[src/rtl/max7219_frame_scheduler.sv]
// MAX7219 traffic sequencer: setup words after reset, one six-digit refresh frame per
// tick edge, and config writes slotted in between frames. Drives the SPI master
// send/word/ready handshake, enforces the CS-high gap between words and recovers
// from a master that never acknowledges.
module max7219_frame_scheduler #(
  parameter logic [3:0]  INTENSITY  = 4'h5,
  parameter int unsigned GAP_CYCLES = 16,
  parameter int unsigned TIMEOUT    = 255,
  parameter logic [2:0]  SCAN_LIMIT = 3'd5
) (
  input  logic        clk,
  input  logic        res,
  input  logic        ena,
  input  logic        tick,
  input  logic        skip_setup,
  input  logic [2:0]  min_X0,
  input  logic [3:0]  min_0X,
  input  logic [2:0]  sec_X0,
  input  logic [3:0]  sec_0X,
  input  logic [3:0]  ces_X0,
  input  logic [3:0]  ces_0X,
  input  logic        cfg_req,
  input  logic [15:0] cfg_word,
  output logic        cfg_ack,
  input  logic        spi_ready,
  output logic        spi_send,
  output logic [15:0] spi_word,
  output logic        busy,
  output logic        frame_done,
  output logic        overrun,
  output logic        err
);

  typedef enum logic [2:0] {
    StSetup,
    StIdle,
    StFrame,
    StIssue,
    StWaitLow,
    StWaitHigh,
    StGap
  } state_e;

  // Which sequence owns the shared issue/wait/gap path.
  typedef enum logic [1:0] {
    ModeSetup,
    ModeFrame,
    ModeCfg
  } mode_e;

  localparam logic [15:0] GapLast     = 16'(GAP_CYCLES - 1);
  localparam logic [15:0] TimeoutLast = 16'(TIMEOUT - 1);

  state_e      state_q;
  mode_e       mode_q;
  logic [2:0]  idx_q;
  logic [15:0] cnt_q;
  logic        started_q;
  logic        tick_q;
  logic        frame_pending_q;

  logic [2:0]  snap_min_x0_q;
  logic [3:0]  snap_min_0x_q;
  logic [2:0]  snap_sec_x0_q;
  logic [3:0]  snap_sec_0x_q;
  logic [3:0]  snap_ces_x0_q;
  logic [3:0]  snap_ces_0x_q;

  logic        spi_send_q;
  logic [15:0] spi_word_q;
  logic        cfg_ack_q;
  logic        busy_q;
  logic        frame_done_q;
  logic        overrun_q;
  logic        err_q;

  logic [15:0] setup_word;
  logic [15:0] frame_word;
  logic        in_setup;
  logic        in_frame;
  logic        tick_edge;

  assign spi_send   = spi_send_q;
  assign spi_word   = spi_word_q;
  assign cfg_ack    = cfg_ack_q;
  assign busy       = busy_q;
  assign frame_done = frame_done_q;
  assign overrun    = overrun_q;
  assign err        = err_q;

  // Setup word for the current setup index.
  always_comb begin
    setup_word = 16'h0000;
    case (idx_q[1:0])
      2'd0:    setup_word = 16'h0C01;
      2'd1:    setup_word = {8'h0A, 4'h0, INTENSITY};
      2'd2:    setup_word = {8'h0B, 5'b0_0000, SCAN_LIMIT};
      default: setup_word = 16'h093F;
    endcase
  end

  // Digit word for the current frame index, built only from the snapshot.
  always_comb begin
    frame_word = 16'h0000;
    case (idx_q)
      3'd0:    frame_word = {8'h01, 4'h0, snap_ces_0x_q};
      3'd1:    frame_word = {8'h02, 4'h0, snap_ces_x0_q};
      3'd2:    frame_word = {8'h03, 4'h8, snap_sec_0x_q};
      3'd3:    frame_word = {8'h04, 5'h00, snap_sec_x0_q};
      3'd4:    frame_word = {8'h05, 4'h8, snap_min_0x_q};
      3'd5:    frame_word = {8'h06, 5'h00, snap_min_x0_q};
      default: frame_word = 16'h0000;
    endcase
  end

  // Tick edge qualification; edges during the setup sequence (or before boot) are dropped.
  always_comb begin
    in_setup  = !started_q || (state_q != StIdle && mode_q == ModeSetup);
    in_frame  = (state_q != StIdle) && (mode_q == ModeFrame);
    tick_edge = tick && !tick_q && ena && !in_setup;
  end

  // Sequencer FSM with registered handshake outputs and tick bookkeeping.
  always_ff @(posedge clk or negedge res) begin
    if (!res) begin
      state_q         <= StSetup;
      mode_q          <= ModeSetup;
      idx_q           <= 3'd0;
      cnt_q           <= 16'd0;
      started_q       <= 1'b0;
      tick_q          <= 1'b0;
      frame_pending_q <= 1'b0;
      snap_min_x0_q   <= 3'd0;
      snap_min_0x_q   <= 4'd0;
      snap_sec_x0_q   <= 3'd0;
      snap_sec_0x_q   <= 4'd0;
      snap_ces_x0_q   <= 4'd0;
      snap_ces_0x_q   <= 4'd0;
      spi_send_q      <= 1'b0;
      spi_word_q      <= 16'h0000;
      cfg_ack_q       <= 1'b0;
      busy_q          <= 1'b0;
      frame_done_q    <= 1'b0;
      overrun_q       <= 1'b0;
      err_q           <= 1'b0;
    end else begin
      spi_send_q   <= 1'b0;
      cfg_ack_q    <= 1'b0;
      frame_done_q <= 1'b0;
      tick_q       <= tick;

      if (!started_q) begin
        // First clock after reset release decides whether setup is skipped.
        started_q <= 1'b1;
        mode_q    <= ModeSetup;
        idx_q     <= 3'd0;
        if (skip_setup) begin
          state_q <= StIdle;
          busy_q  <= 1'b0;
        end else begin
          state_q <= StSetup;
          busy_q  <= 1'b1;
        end
      end else begin
        case (state_q)
          StSetup: begin
            busy_q <= 1'b1;
            if (spi_ready) begin
              spi_send_q <= 1'b1;
              spi_word_q <= setup_word;
              state_q    <= StIssue;
            end
          end

          StIdle: begin
            busy_q <= 1'b0;
            if (spi_ready) begin
              if (frame_pending_q) begin
                frame_pending_q <= 1'b0;
                snap_min_x0_q   <= min_X0;
                snap_min_0x_q   <= min_0X;
                snap_sec_x0_q   <= sec_X0;
                snap_sec_0x_q   <= sec_0X;
                snap_ces_x0_q   <= ces_X0;
                snap_ces_0x_q   <= ces_0X;
                mode_q          <= ModeFrame;
                idx_q           <= 3'd0;
                state_q         <= StFrame;
                busy_q          <= 1'b1;
              end else if (cfg_req) begin
                spi_send_q <= 1'b1;
                spi_word_q <= cfg_word;
                cfg_ack_q  <= 1'b1;
                mode_q     <= ModeCfg;
                state_q    <= StIssue;
                busy_q     <= 1'b1;
              end
            end
          end

          StFrame: begin
            if (spi_ready) begin
              spi_send_q <= 1'b1;
              spi_word_q <= frame_word;
              state_q    <= StIssue;
            end
          end

          StIssue: begin
            cnt_q   <= 16'd0;
            state_q <= StWaitLow;
          end

          StWaitLow: begin
            if (!spi_ready) begin
              state_q <= StWaitHigh;
            end else if (cnt_q == TimeoutLast) begin
              // Master never took the word: flag it and restart the display setup.
              err_q   <= 1'b1;
              mode_q  <= ModeSetup;
              idx_q   <= 3'd0;
              state_q <= StSetup;
            end else begin
              cnt_q <= cnt_q + 16'd1;
            end
          end

          StWaitHigh: begin
            if (spi_ready) begin
              cnt_q   <= 16'd0;
              state_q <= StGap;
            end
          end

          StGap: begin
            if (cnt_q == GapLast) begin
              case (mode_q)
                ModeSetup: begin
                  if (idx_q == 3'd3) begin
                    state_q <= StIdle;
                    busy_q  <= 1'b0;
                  end else begin
                    idx_q   <= idx_q + 3'd1;
                    state_q <= StSetup;
                  end
                end
                ModeFrame: begin
                  if (idx_q == 3'd5) begin
                    frame_done_q <= 1'b1;
                    state_q      <= StIdle;
                    busy_q       <= 1'b0;
                  end else begin
                    idx_q   <= idx_q + 3'd1;
                    state_q <= StFrame;
                  end
                end
                default: begin
                  state_q <= StIdle;
                  busy_q  <= 1'b0;
                end
              endcase
            end else begin
              cnt_q <= cnt_q + 16'd1;
            end
          end

          default: begin
            mode_q  <= ModeSetup;
            idx_q   <= 3'd0;
            state_q <= StSetup;
          end
        endcase
      end

      // Placed after the FSM so a same-cycle edge re-arms a pending frame just consumed.
      if (tick_edge) begin
        frame_pending_q <= 1'b1;
        if (frame_pending_q || in_frame) begin
          overrun_q <= 1'b1;
        end
      end
    end
  end

endmodule

[config.mk]
export PLATFORM = sky130hd
export DESIGN_NAME = max7219_frame_scheduler
export DESIGN_NICKNAME = d
export VERILOG_FILES = /design/src/rtl/max7219_frame_scheduler.sv
export SDC_FILE = /design/constraint.sdc
export NUM_CORES = 1
export LEC_CHECK = 0
export BUFFER_PORTS_ARGS = -buffer_cell sky130_fd_sc_hd__buf_2
export CAP_MARGIN = 20
export CORE_ASPECT_RATIO = 0.75
export CORE_MARGIN = 3
export CORE_UTILIZATION = 40
export CTS_CLUSTER_SIZE = 10
export DETAILED_ROUTE_END_ITERATION = 7
export MAX_ROUTING_LAYER = met4
export PLACE_DENSITY = 0.68
export SKIP_CTS_REPAIR_TIMING = 1
export SLEW_MARGIN = 0
export SYNTH_ARGS = -nofsm -noshare
export SYNTH_HDL_FRONTEND = slang
export SYNTH_SLANG_ARGS = --single-unit
[constraint.sdc]
create_clock -name clk -period 2.6 [get_ports clk]
set_clock_uncertainty 0.2 [all_clocks]
set_input_delay 0.65 -clock clk [delete_from_list [all_inputs] [get_ports clk]]
set_output_delay 0.65 -clock clk [all_outputs]
set_load 0.005 [all_outputs]
Word-level counts from Yosys, hierarchy flattened
Cells that the tools add are included.
{"block": "totals", "elab_cells": 166, "register_bits": 71, "inputBits": 45}
{"block": "op_classes", "n_addsub": 2, "reduce_logical": 32, "mux": 69, "n_eq_ne": 43}
{"op": "$mux 16", "count": 9}
{"op": "$pmux 11 s6", "count": 1}
{"op": "$pmux 16 s4", "count": 1}
{"op": "$mux 3", "count": 16}
{"op": "$pmux 16 s3", "count": 1}
{"op": "$pmux 11 s3", "count": 1}
{"op": "$ne 4x4->1 const B", "count": 7}
{"op": "$mux 1", "count": 25}
{"op": "$ne 2x2->1 const B", "count": 11}
{"op": "$ne 3x3->1 const B", "count": 7}
{"op": "$pmux 3 s6", "count": 1}
{"op": "$add 16x1->16 const B", "count": 1}
{"op": "$eq 16x4->1 const B", "count": 1}
{"op": "$eq 16x8->1 const B", "count": 1}
{"op": "$eq 3x3->1 const B", "count": 5}
{"op": "$mux 2", "count": 7}
{"op": "$eq 3x2->1 const B", "count": 4}
{"op": "$pmux 3 s2", "count": 2}
{"op": "$pmux 3 s4", "count": 1}
{"op": "$reduce_and 4->1", "count": 3}
{"op": "$reduce_and 6->1", "count": 2}
{"op": "$reduce_and 9->1", "count": 1}
{"op": "$reduce_and 7->1", "count": 1}
{"op": "$eq 3x1->1 const B", "count": 2}
{"op": "22 further kinds", "count": 35}

Longest topological paths before layout
{"block": "logic_depth", "ltp_word": 7, "mapped_depth": 8, "depth_no_buf": 7}

Least setup slack after synthesis
No wires, ideal clock.
{"block": "synth_timing", "path_kind": "reg-to-reg", "from": "register idx_q[2]", "to": "register idx_q[2]", "stages_incl_launch_ff": 9, "setup_time_ps": 128, "path_buffers": 2, "path_slack_ps": 151, "arrival_time_ps": 2121, "period_less_slack_ps": 2449, "path_cell_list": "dfrtp_1 > clkbuf_1 > clkbuf_1 > inv_1 > ha_1 > a211oi_1 > nand4_1 > a31oi_4 > mux2_1"}
{"block": "synth_between", "elab_chain_len": 6}
{"element": "from (decl)", "line_no": "56", "text": "logic [2:0] idx_q;"}
{"element": "from (signal assigned)", "line_no": "243", "text": "idx_q <= idx_q + 3'd1;"}
{"element": "from (signal assigned)", "line_no": "253", "text": "idx_q <= idx_q + 3'd1;"}
{"element": "$add 3x1->3", "line_no": "243, 253"}
{"element": "$mux 3, on equally long branches", "line_no": "248, 239"}
{"element": "$pmux 3 s2", "line_no": "237", "text": "case (mode_q)"}
{"element": "$mux 3", "line_no": "236", "text": "if (cnt_q == GapLast) begin"}
{"element": "$pmux 3 s4", "line_no": "165", "text": "case (state_q)"}
{"element": "$mux 3", "line_no": "152", "text": "if (!started_q) begin"}
Parallel ways exist; a longest one is shown, timed or not. The select of a mux whose other input is x is not followed.
A chain may end at the register's enable or synchronous reset.

Worst setup path in the final report
{"block": "layout_timing", "from": "register idx_q[1]", "to": "register idx_q[2]"}
The elaborated chain is that of the path after synthesis.

==> impl_metrics.ini <==
[run_status]
status = complete, no violations

[clock_network]
worstSkewPairLatency_ps = 340
clk_path_buf_depth = 2
clk_pin_slew_ps = 60
cts_tree = built
clock_sinks = 71
cts-htree-levels = 3
numCtsBuffers = 9
cts-root-buf = clkbuf_16

[placed_design]
port_buffers = 66
globalplace.congestion = 0.858
dpl.hpwl_um = 6870
dpl_cell_area_um2 = 4360

[sta]
setup-tns-final_ps = 0
hold_viol_final = 0
rsz0062_at_grt = no
period_minus_slack_ps = 2470
slew_headroom_pct = 53.8
maxClockFrequency_mhz = 405
worst_pin_slew_ps = 685
setup_viol = 0
slew_violations = 0
period_share_pct = 94.9

[setup_path]
r2r-start = idx_q[1]
crit_chain = inv_1 -> ha_1 -> and3_1 -> a211oi_1 -> nand4_1 -> a31oi_4 -> mux2_1
reg2reg_slack_ps = 130
arrival_ps = 2480
crit_path_end_kind = flip-flop
cp-startpoint = idx_q[1]
startpoint_type = flip-flop
path_class = flip-flop to flip-flop
crit_path_top_delay_cell = a211oi_1
path_max_fanout = 4
critPathMaxStageDelay_ps = 410
cp_top_family = compound AO/OA/AOI/OAI gates
rr_worst_depth = 7
cp_data_required_time_ps = 2620
path_buf_inv = 1
r2r-end = idx_q[2]

[floorplan]
die_area_um2 = 10700
start_util_pct = 41.5
fp.dieH_um = 90.5
core_area_um2 = 9160
fp-row-count = 30
ios = 67
die_x_um = 119

[power]
seqPwrFrac_pct = 39.0
power_leakage_nw = 2.18
combinationalPowerShare_pct = 28.7
p_sw_share_pct = 30.8
clkPwrFrac_pct = 32.2
p_int_mw = 3.01
p_per_area_nw_per_um2 = 924
ir_drop_mv = 0.459
p_sw_mw = 1.34
power_mw = 4.34

[yosys]
synth_flop_cell = dfrtp_1
ys_top_cells_by_count = 71 x dfrtp_1, 35 x nand2_1, 25 x mux2_2
synth_edf_count = 0
syn_area_um2 = 3800
synth.area.top_cells = dfrtp_1 47%, mux2_2 7.4%, nand2_1 3.5%
synth.largest_area_cell = dfrtp_1
async_flop_share_pct = 100
synth.top_cell.area_share_pct = 46.7
syn_inst = 389
synth.most_common_cell = dfrtp_1
ys_warn_count = 0
synth_cell_types = 62
synth_seq_area_share_pct = 46.7
syn_nets = 443
ys_ff_latch = 71
synth_area_per_cell_um2 = 9.78

[hold_path]
hp-class = input pin to async pin

[detailed_routing]
drt_iter0_drc = 276
post_drt_wl_per_cell_um = 16.3
drt_wl_total_um = 9690
final_antenna_net_count = 0
post_drt_via_cell_ratio = 5.57
vias = 3308
drc = 0
drt_first_pass_iters = 4

[layout]
fillers = 889
final_layout_size_suffix_gt1_share_pct = 29.6
fin_nets = 515
syn2layout_area_growth_pct = 23.5
diodes = 0
fin_area_um2 = 4700

[global_route]
grt-ovfl-total = 0
antenna_found_initial = 0
grt_pass1_wl_um = 16400
grt_pass1_vias = 3249
grt_max_degree = 72
grt_usage_pct = 19.5

[flow_run]
maxCapViolations = 0
-- layout by cell type, fill, tap and decap left out, types with 4 or more instances in the layout --
master     Yosys  layout
a21o_1         5       5
a21oi_1       18      18
a221oi_1       6       6
a222oi_1       4       4
a31oi_1        5       5
and3_1         4       4
buf_2          5      66
buf_4          0      23
clkbuf_16      0       9
dfrtp_1       71      71
ha_1           9       9
inv_1         16      16
mux2_2        25      25
nand2_1       35      35
nand3_1       20      20
nand4_1        8       8
nor2_1        21      21
nor2b_1        7       7
nor3_1         5       5
o211ai_1       4       4
o21ai_0       24      24
o31ai_1        7       7
or3_1          4       4
or4_1          5       5
-- layout make-up --
cell class	count	area (µm²)	area share, %
clock buffer	10	229	4.87
clock inverter	6	109	2.32
inverter	16	60.1	1.28
multi-input combinational	273	1840	39.2
sequential	71	1780	37.8
tap	128	160	3.41
timing repair buffer	90	523	11.1
-- flip-flops by register name, summed over array words and instances (netlist names), 2 cells and up --
signal	cells
spi_word	16
cnt_q	16
idx_q	3
snap_ces_x0_q	4
snap_sec_0x_q	4
state_q	3
snap_min_x0_q	3
snap_ces_0x_q	4
snap_min_0x_q	4
snap_sec_x0_q	3
mode_q	2
-- power groups by stage --
stage / Sequential (mW) / Combinational (mW) / Clock [mW]
global placement: 1.68 / 1.21 / 0
floorplan: 1.64 / 0.847 / 0
CTS: 1.69 / 1.25 / 1.42
global route: 1.75 / 1.39 / 1.47
detailed placement: 1.71 / 1.24 / 0
finish: 1.70 / 1.25 / 1.40
-- worst max-delay path by stage --
stage,end,slack (ps),depth (start not counted)
2_1_floorplan,idx_q[2],150,8
3_3_place_gp,idx_q[2],200,5
3_5_place_dp,idx_q[2],150,5
4_1_cts,idx_q[2],140,5
5_1_grt,idx_q[2],50,7
6_report,idx_q[2],130,7
-- metal layers --
metal	GRT usage [%]	vias to the layer above	share of wire, %
li1	-	1577	-
met1	26.9	1617	48
met5	-	-	0
met3	5.76	10	6.2
met4	5.40	0	0.97
met2	28.1	104	44
-- logic make-up after synthesis --
| kind of cell | synth area share (%) |
|---|---|
| compound gates | 19.2 |
| xor+xnor | 0.230 |
| buf+inv | 5.00 |
| simple gates | 17.3 |
| fa+ha+maj | 2.96 |
| mux | 8.48 |
| other cells | 0.0986 |
| flops | 46.7 |
-- through the flow --
stage          util, %  worst slack (ps)  hold WS [ps]  instances
6_report          51.3               133           135        594
3_5_place_dp      47.6               152           255        578
3_3_place_gp      47.6               197           246        578
2_1_floorplan        -               151           154        389
5_1_grt           51.3              45.4           155        594
4_1_cts           51.3               141           146        594
Power figures use the tool's default switching activity.
